--- config.mk ---
export PLATFORM = sky130hd
export DESIGN_NAME = vram_scanout
export DESIGN_NICKNAME = d
export VERILOG_FILES = /design/src/rtl/vga_pkg.sv /design/src/rtl/vga_timing_gen.sv /design/src/rtl/vram_scanout.sv
export SDC_FILE = /design/constraint.sdc
export NUM_CORES = 2
export LEC_CHECK = 0
export CORE_UTILIZATION = 60
export CTS_CLUSTER_SIZE = 10
export DETAILED_ROUTE_END_ITERATION = 8
export DONT_BUFFER_PORTS = 1
export PLACE_DENSITY = 0.87
export RECOVER_POWER = 50
export SLEW_MARGIN = 20
export SYNTH_ARGS = -nofsm -noshare
export SYNTH_HDL_FRONTEND = slang
export SYNTH_HIERARCHICAL = 1
export SYNTH_SLANG_ARGS = --single-unit
--- constraint.sdc ---
create_clock -name clk -period 7.1 [get_ports clk]
set_input_delay 1.42 -clock clk [delete_from_list [all_inputs] [get_ports clk]]
set_output_delay 1.42 -clock clk [all_outputs]
set_load 0.03 [all_outputs]
--- src/rtl/vga_pkg.sv ---
// vga_pkg: 640x480@60 timing constants, VRAM geometry and the fetch FSM
// state type shared by the scanout block and any overlay built on the
// timing generator.
package vga_pkg;

  localparam int unsigned VGA_H_ACTIVE = 640;
  localparam int unsigned VGA_H_FP     = 16;
  localparam int unsigned VGA_H_SYNC   = 96;
  localparam int unsigned VGA_H_BP     = 48;
  localparam int unsigned VGA_V_ACTIVE = 480;
  localparam int unsigned VGA_V_FP     = 10;
  localparam int unsigned VGA_V_SYNC   = 2;
  localparam int unsigned VGA_V_BP     = 33;

  localparam int unsigned VGA_H_TOTAL  = VGA_H_ACTIVE + VGA_H_FP + VGA_H_SYNC + VGA_H_BP;
  localparam int unsigned VGA_V_TOTAL  = VGA_V_ACTIVE + VGA_V_FP + VGA_V_SYNC + VGA_V_BP;

  localparam int unsigned VRAM_W       = 640;
  localparam int unsigned VRAM_LINES   = 480;

  typedef enum logic [1:0] {
    IDLE = 2'd0,
    REQ  = 2'd1,
    DONE = 2'd2
  } fetch_state_t;

endpackage

--- src/rtl/vga_timing_gen.sv ---
// vga_timing_gen: h/v raster counters advancing on pix_en, with registered
// active/hsync/vsync/frame_start one pixel behind the counter state.
module vga_timing_gen
  import vga_pkg::*;
#(
  parameter int unsigned H_ACTIVE = VGA_H_ACTIVE,
  parameter int unsigned H_FP     = VGA_H_FP,
  parameter int unsigned H_SYNC   = VGA_H_SYNC,
  parameter int unsigned H_BP     = VGA_H_BP,
  parameter int unsigned V_ACTIVE = VGA_V_ACTIVE,
  parameter int unsigned V_FP     = VGA_V_FP,
  parameter int unsigned V_SYNC   = VGA_V_SYNC,
  parameter int unsigned V_BP     = VGA_V_BP,
  parameter logic        SYNC_ACT = 1'b0
) (
  input  logic       clk,
  input  logic       rst,
  input  logic       pix_en,
  output logic [9:0] h,
  output logic [9:0] v,
  output logic       active,
  output logic       hsync,
  output logic       vsync,
  output logic       frame_start
);

  localparam int unsigned H_TOTAL = H_ACTIVE + H_FP + H_SYNC + H_BP;
  localparam int unsigned V_TOTAL = V_ACTIVE + V_FP + V_SYNC + V_BP;

  localparam logic [9:0] H_LAST = 10'(H_TOTAL - 1);
  localparam logic [9:0] V_LAST = 10'(V_TOTAL - 1);
  localparam logic [9:0] H_VIS  = 10'(H_ACTIVE);
  localparam logic [9:0] V_VIS  = 10'(V_ACTIVE);
  localparam logic [9:0] HS_BEG = 10'(H_ACTIVE + H_FP);
  localparam logic [9:0] HS_END = 10'(H_ACTIVE + H_FP + H_SYNC);
  localparam logic [9:0] VS_BEG = 10'(V_ACTIVE + V_FP);
  localparam logic [9:0] VS_END = 10'(V_ACTIVE + V_FP + V_SYNC);

  logic in_active;
  logic in_hsync;
  logic in_vsync;
  logic at_origin;

  // Decode the current raster position into region flags
  always_comb begin
    in_active = (h < H_VIS) && (v < V_VIS);
    in_hsync  = (h >= HS_BEG) && (h < HS_END);
    in_vsync  = (v >= VS_BEG) && (v < VS_END);
    at_origin = (h == '0) && (v == '0);
  end

  // Raster counters: h wraps at end of line, v steps on h wrap
  always_ff @(posedge clk) begin
    if (rst) begin
      h <= '0;
      v <= '0;
    end else if (pix_en) begin
      if (h == H_LAST) begin
        h <= '0;
        v <= (v == V_LAST) ? '0 : v + 10'd1;
      end else begin
        h <= h + 10'd1;
      end
    end
  end

  // Output stage: region flags registered on the same pixel tick
  always_ff @(posedge clk) begin
    if (rst) begin
      active      <= 1'b0;
      hsync       <= ~SYNC_ACT;
      vsync       <= ~SYNC_ACT;
      frame_start <= 1'b0;
    end else begin
      frame_start <= pix_en && at_origin;
      if (pix_en) begin
        active <= in_active;
        hsync  <= in_hsync ? SYNC_ACT : ~SYNC_ACT;
        vsync  <= in_vsync ? SYNC_ACT : ~SYNC_ACT;
      end
    end
  end

endmodule

--- src/rtl/vram_scanout.sv ---
// vram_scanout: read side of the 1-bpp line VRAM. Generates VGA timing,
// prefetches the next visible line during horizontal blanking through the
// read_req/vram_turn handshake, double-buffers it and shifts it out MSB-first.
// Optional: define VRAM_SCANOUT_UNDERRUN_CNT_EN to add a saturating 16-bit
// underrun_cnt output.
module vram_scanout
  import vga_pkg::*;
#(
  parameter int unsigned H_ACTIVE = VGA_H_ACTIVE,
  parameter int unsigned H_FP     = VGA_H_FP,
  parameter int unsigned H_SYNC   = VGA_H_SYNC,
  parameter int unsigned H_BP     = VGA_H_BP,
  parameter int unsigned V_ACTIVE = VGA_V_ACTIVE,
  parameter int unsigned V_FP     = VGA_V_FP,
  parameter int unsigned V_SYNC   = VGA_V_SYNC,
  parameter int unsigned V_BP     = VGA_V_BP,
  parameter logic        SYNC_ACT = 1'b0
) (
  input  logic              clk,
  input  logic              rst,
  input  logic              pix_en,
  input  logic [VRAM_W-1:0] line_from_vram,
  input  logic              vram_turn,
  output logic              read_req,
  output logic [8:0]        line_addr,
  output logic              pixel,
  output logic              active,
  output logic              hsync,
  output logic              vsync,
  output logic              frame_start,
  output logic              underrun
`ifdef VRAM_SCANOUT_UNDERRUN_CNT_EN
  ,
  output logic [15:0]       underrun_cnt
`endif
);

  localparam int unsigned H_TOTAL = H_ACTIVE + H_FP + H_SYNC + H_BP;
  localparam int unsigned V_TOTAL = V_ACTIVE + V_FP + V_SYNC + V_BP;

  localparam logic [9:0] H_LAST  = 10'(H_TOTAL - 1);
  localparam logic [9:0] V_LAST  = 10'(V_TOTAL - 1);
  localparam logic [9:0] H_VIS   = 10'(H_ACTIVE);
  localparam logic [9:0] V_VIS   = 10'(V_ACTIVE);
  localparam logic [9:0] PIX_MSB = 10'(H_ACTIVE - 1);

  logic [9:0] h;
  logic [9:0] v;

  vga_timing_gen #(
    .H_ACTIVE (H_ACTIVE),
    .H_FP     (H_FP),
    .H_SYNC   (H_SYNC),
    .H_BP     (H_BP),
    .V_ACTIVE (V_ACTIVE),
    .V_FP     (V_FP),
    .V_SYNC   (V_SYNC),
    .V_BP     (V_BP),
    .SYNC_ACT (SYNC_ACT)
  ) u_timing (
    .clk         (clk),
    .rst         (rst),
    .pix_en      (pix_en),
    .h           (h),
    .v           (v),
    .active      (active),
    .hsync       (hsync),
    .vsync       (vsync),
    .frame_start (frame_start)
  );

  fetch_state_t state_q;
  fetch_state_t state_d;

  logic [VRAM_W-1:0] fetch_buf;
  logic [VRAM_W-1:0] disp_buf;
  logic              fetched;

  logic [9:0] v_next;
  logic       next_vis;
  logic       trigger;
  logic       swap;
  logic       load_addr;
  logic       latch_line;
  logic       visible;
  logic [9:0] pix_idx;

  // Line-turn events; v_next wraps to 0 after the last blanking line so a
  // single "< V_ACTIVE" test covers both the next-row and new-frame cases
  always_comb begin
    v_next   = (v == V_LAST) ? '0 : v + 10'd1;
    next_vis = (v_next < V_VIS);
    trigger  = pix_en && (h == H_VIS) && next_vis;
    swap     = pix_en && (h == H_LAST) && next_vis;
    visible  = (h < H_VIS) && (v < V_VIS);
    pix_idx  = PIX_MSB - h;
  end

  // Fetch FSM state register
  always_ff @(posedge clk) begin
    if (rst) begin
      state_q <= IDLE;
    end else begin
      state_q <= state_d;
    end
  end

  // Fetch FSM next state; a swap outranks a same-cycle grant in REQ
  always_comb begin
    state_d    = state_q;
    read_req   = 1'b0;
    load_addr  = 1'b0;
    latch_line = 1'b0;
    unique case (state_q)
      IDLE: begin
        if (trigger) begin
          state_d   = REQ;
          load_addr = 1'b1;
        end
      end
      REQ: begin
        read_req = 1'b1;
        if (swap) begin
          state_d = IDLE;
        end else if (vram_turn) begin
          state_d    = DONE;
          latch_line = 1'b1;
        end
      end
      DONE: begin
        if (swap) begin
          state_d = IDLE;
        end
      end
      default: state_d = IDLE;
    endcase
  end

  // Line buffers, request address and sticky underrun flag
  always_ff @(posedge clk) begin
    if (rst) begin
      line_addr <= '0;
      fetch_buf <= '0;
      disp_buf  <= '0;
      fetched   <= 1'b0;
      underrun  <= 1'b0;
    end else begin
      if (load_addr) begin
        line_addr <= v_next[8:0];
      end
      if (latch_line) begin
        fetch_buf <= line_from_vram;
        fetched   <= 1'b1;
      end
      if (swap) begin
        fetched <= 1'b0;
        if (fetched) begin
          disp_buf <= fetch_buf;
        end else begin
          disp_buf <= '0;
          underrun <= 1'b1;
        end
      end
    end
  end

  // Pixel serialiser, registered on the same tick as the timing outputs
  always_ff @(posedge clk) begin
    if (rst) begin
      pixel <= 1'b0;
    end else if (pix_en) begin
      pixel <= visible ? disp_buf[pix_idx] : 1'b0;
    end
  end

`ifdef VRAM_SCANOUT_UNDERRUN_CNT_EN
  // Saturating count of lines shown blank after a missed fetch
  always_ff @(posedge clk) begin
    if (rst) begin
      underrun_cnt <= '0;
    end else if (swap && !fetched && (underrun_cnt != '1)) begin
      underrun_cnt <= underrun_cnt + 16'd1;
    end
  end
`endif

endmodule

==> flow_metrics.env <==
export IMPL_run_status="finished with violations"
export IMPL_failed_checks="max-capacitance violations, max-slew violations"
export IMPL_worst_path_max_fanout=75
export IMPL_power_density_mw_per_mm2=276
export IMPL_drt_pre_antenna_iters=8
export IMPL_worstSetupStartpointType="flip-flop"
export IMPL_clock_tree_root_cell="sky130_fd_sc_hd__clkbuf_16"
export IMPL_clock_sinks=1318
export IMPL_grt_overflow=0
export IMPL_routing_usage_on_met1_pct=40.1
export IMPL_port_buffer_count=0
export IMPL_worst_case_reg_to_reg_path_depth=6
export IMPL_chipHeight_um=287
export IMPL_worstReg2RegEnd="disp_buf[119]"
export IMPL_grt_use_total_pct=31.7
export IMPL_average_detailed_routed_wire_length_per_instance_um=23.2
export IMPL_ctsHoldBuffers=0
export IMPL_critPathBufInv=2
export IMPL_drt_drc_violations_left=0
export IMPL_h_tree_depth=4
export IMPL_vias=37179
export IMPL_viasPerCell=6.36
export IMPL_hold_slack_ns=0.450
export IMPL_num_rows=104
export IMPL_maxCapViolations=6
export IMPL_cp_slowest_cell="sky130_fd_sc_hd__dfxtp_1"
export IMPL_finalHoldViolations=0
export IMPL_antenna_violations_before_repair=36
export IMPL_route_final_wire_length_um=136000
export IMPL_gr_max_usage_layer="met2"
export IMPL_die_area_sq_mm=0.0826
export IMPL_setup_worst_path_class="reg2reg"
export IMPL_max_clock_path_buffers=3
export IMPL_cts_tree="yes"
export IMPL_floorplan_initialDensity_pct=60.7
export IMPL_hold_depth=2
export IMPL_number_of_buffers_added_for_setup_after_cts=0
export IMPL_worst_setup_sp="u_timing/h[1]"
export IMPL_fp_coreArea_sq_mm=0.0805
export IMPL_synth_enable_flop_cells=0
export IMPL_syn_area_sq_mm=0.0489
export IMPL_gpl_final_weighted_congestion=0.852
export IMPL_min_path_type="reg2reg"
export IMPL_relative_slew_slack_pct=-55.7
export IMPL_setup_violations_final=0
export IMPL_die_w_um=287
export IMPL_most_common_layout_cells="sky130_fd_sc_hd__dfxtp_1 (1315), sky130_fd_sc_hd__nand2_1 (1313), sky130_fd_sc_hd__a21oi_1 (681)"
export IMPL_fin_nets=5374
export IMPL_max_freq_mhz=177
export IMPL_detailedRoute_firstIterationViolations=3797
export IMPL_critPathRequiredTime_ns=7.78
export IMPL_asyncSetResetFlopFracSynth_pct=0
export IMPL_primary_ff_master_synth="sky130_fd_sc_hd__dfxtp_1"
export IMPL_yosys_register_bits=1318
export IMPL_synth_distinct_cells=67
export IMPL_min_to="fetch_buf[391]"
export IMPL_finClkSkew_ns=0.0238
export IMPL_synth_yosys_warnings=6
export IMPL_clkLatencyLatePin_ns=0.74
export IMPL_grt_setup_unrepaired="false"
export IMPL_grt_first_pass_wirelength_um=203000
export IMPL_synth_net_count=5607
export IMPL_floorplan_io_pins=660
export IMPL_min_delay_start="fetch_buf[391]"
export IMPL_post_route_period_util_pct=79.5
export IMPL_hpwlAfterDp_um=83400
export IMPL_syn_inst=4955
export IMPL_groute_layer_met3_usage_pct=5.54
export IMPL_clkSlewWorstSetupHoldPaths_ns=0.06
export IMPL_crit_chain="nand4_1 -> or4_1 -> nor3b_4 -> buf_12 -> clkbuf_2 -> a22o_1"
export IMPL_critical_path_max_stage_delay_ns=1.90
export IMPL_power_static_leakage_uw=0.0176
export IMPL_fin_crit_ns=5.65
export IMPL_drive_above_1_share_pct=7.12
export IMPL_timing_reg2reg_setup_slack_ns=1.45
export IMPL_first_global_vias=35744
export IMPL_worst_slew_pin_transition_ns=2.33
export IMPL_largest_net_degree_at_the_start_of_global_routing=668
export IMPL_cts_buffers_inserted=151
export IMPL_ir_drop_worst_vdd_mv=0.232
export IMPL_met2_track_utilization_from_global_routing_pct=50.4
export IMPL_end_kind="flip-flop"
export IMPL_cp_data_arrival_time_ns=6.33
export IMPL_ant_nets=0
export IMPL_r2r_start="u_timing/h[1]"
export IMPL_yosysSeqAreaShare_pct=54.0
export IMPL_resized_after_cts=0
export IMPL_layout_cells_most_common="sky130_fd_sc_hd__dfxtp_1"
export IMPL_timing_final_max_slew_violations=337
export IMPL_syn_avg_cell_area_sq_um=9.86
export IMPL_setup_tns_ns=0
export IMPL_layout_area_overhead_vs_synth_pct=6.99
export IMPL_worst_path_dominant_cell_family="flip-flops"
-- through the flow --
step	instances	area (sq um)	power, uW	setup slack (ns)	util (%)
after floorplan	4955	48900	7830	4.05	-
after global placement	5629	48100	7830	2.53	59.8
after detailed placement	5629	48100	7830	2.52	59.8
after CTS	5807	52300	14500	2.47	64.9
after global routing	5839	52300	14800	1.14	64.9
final	5842	52300	14400	1.45	64.9
-- flip-flops by register name, summed over array words and instances, names as in the netlist --
| signal | count |
|---|---|
| disp_buf | 640 |
| fetch_buf | 640 |
| u_timing/h | 10 |
| u_timing/v | 10 |
| line_addr | 9 |
| state_q | 2 |
| fetched | 1 |
| pixel | 1 |
| u_timing/active | 1 |
| u_timing/frame_start | 1 |
| u_timing/hsync | 1 |
| u_timing/vsync | 1 |
| underrun | 1 |
-- power breakdown --
part           internal [uW]  leakage [uW]  switching (uW)  total, uW
Combinational           87.0       0.00498             162        249
Sequential              7400        0.0106            24.3       7430
Clock                   3880       0.00201            2890       6770
Total                  11400        0.0176            3070      14400
-- Yosys cell counts (8+ instances only) --
| cell type | count | area share, % |
|---|---|---|
| sky130_fd_sc_hd__nor4_1 | 11 | 0.14 |
| sky130_fd_sc_hd__nor2_1 | 42 | 0.32 |
| sky130_fd_sc_hd__o221ai_1 | 13 | 0.23 |
| sky130_fd_sc_hd__o22ai_1 | 26 | 0.33 |
| sky130_fd_sc_hd__buf_1 | 10 | 0.077 |
| sky130_fd_sc_hd__nand2b_1 | 12 | 0.15 |
| sky130_fd_sc_hd__inv_1 | 9 | 0.069 |
| sky130_fd_sc_hd__mux4_2 | 100 | 4.6 |
| sky130_fd_sc_hd__a22o_1 | 644 | 12 |
| sky130_fd_sc_hd__dfxtp_1 | 1318 | 54 |
| sky130_fd_sc_hd__xnor2_1 | 14 | 0.25 |
| sky130_fd_sc_hd__buf_4 | 64 | 0.98 |
| sky130_fd_sc_hd__nand3_1 | 18 | 0.18 |
| sky130_fd_sc_hd__a21oi_1 | 681 | 7.0 |
| sky130_fd_sc_hd__ha_1 | 8 | 0.20 |
| sky130_fd_sc_hd__buf_2 | 141 | 1.4 |
| sky130_fd_sc_hd__nor2b_1 | 14 | 0.18 |
| sky130_fd_sc_hd__nand2_1 | 1313 | 10 |
| sky130_fd_sc_hd__a221oi_1 | 18 | 0.32 |
| sky130_fd_sc_hd__clkbuf_1 | 144 | 1.1 |
| sky130_fd_sc_hd__a211oi_1 | 20 | 0.31 |
| sky130_fd_sc_hd__mux2i_1 | 126 | 2.6 |
| sky130_fd_sc_hd__buf_6 | 66 | 1.5 |
| sky130_fd_sc_hd__mux2_2 | 8 | 0.18 |
| sky130_fd_sc_hd__o21ai_0 | 27 | 0.28 |
| sky130_fd_sc_hd__xor2_1 | 8 | 0.14 |
-- per-layer routing --
metal,share of wire [%],up-vias,routed length (um)
met5,0.0052,-,7
met2,48,1748,64700
met4,5.7,2,7740
li1,-,16996,-
met1,39,18027,52900
met3,7.6,406,10400
-- how the worst max path moves through the flow --
| stage | endpoint | slack, ns | cells past startpoint |
|---|---|---|---|
| floorplan | disp_buf[561] | 4.05 | 8 |
| global route | fetch_buf[496] | 1.14 | 6 |
| global placement | disp_buf[153] | 2.53 | 7 |
| CTS | disp_buf[88] | 2.47 | 7 |
| finish | disp_buf[119] | 1.45 | 6 |
| detailed placement | disp_buf[162] | 2.52 | 7 |
-- final cells by class --
type                       count  area, sq um
multi-input combinational   3197        19900
clock buffer                 162         3860
antenna                       35         87.6
sequential                  1318        26400
timing repair buffer          45          460
fill                        5979        28300
clock inverter                16          246
tap                         1060         1330
inverter                       9         33.8
-- cell families (layout without fill, tap and decap cells) --
family,count (synthesis),in the layout,synth area share [%]
xor gates and xnor gates,22,22,0.394
and+or+nand+nor,1464,1464,12.0
muxes,234,234,7.38
AOI/OAI and AO/OA,1469,1469,20.7
other,0,35,0
adders and majority gates,8,8,0.205
DFF,1318,1318,54.0
buffers and inverters,440,232,5.39
-- worst reg2reg max path: cells and delay by family (launching register included) --
family	cells	cell delay [ns]
flip-flops	1	1.90
buffers and inverters	2	1.55
AO/OA/AOI/OAI	1	0.40
AND/OR/NAND/NOR	3	1.74
(Power assumes the default switching activity.)
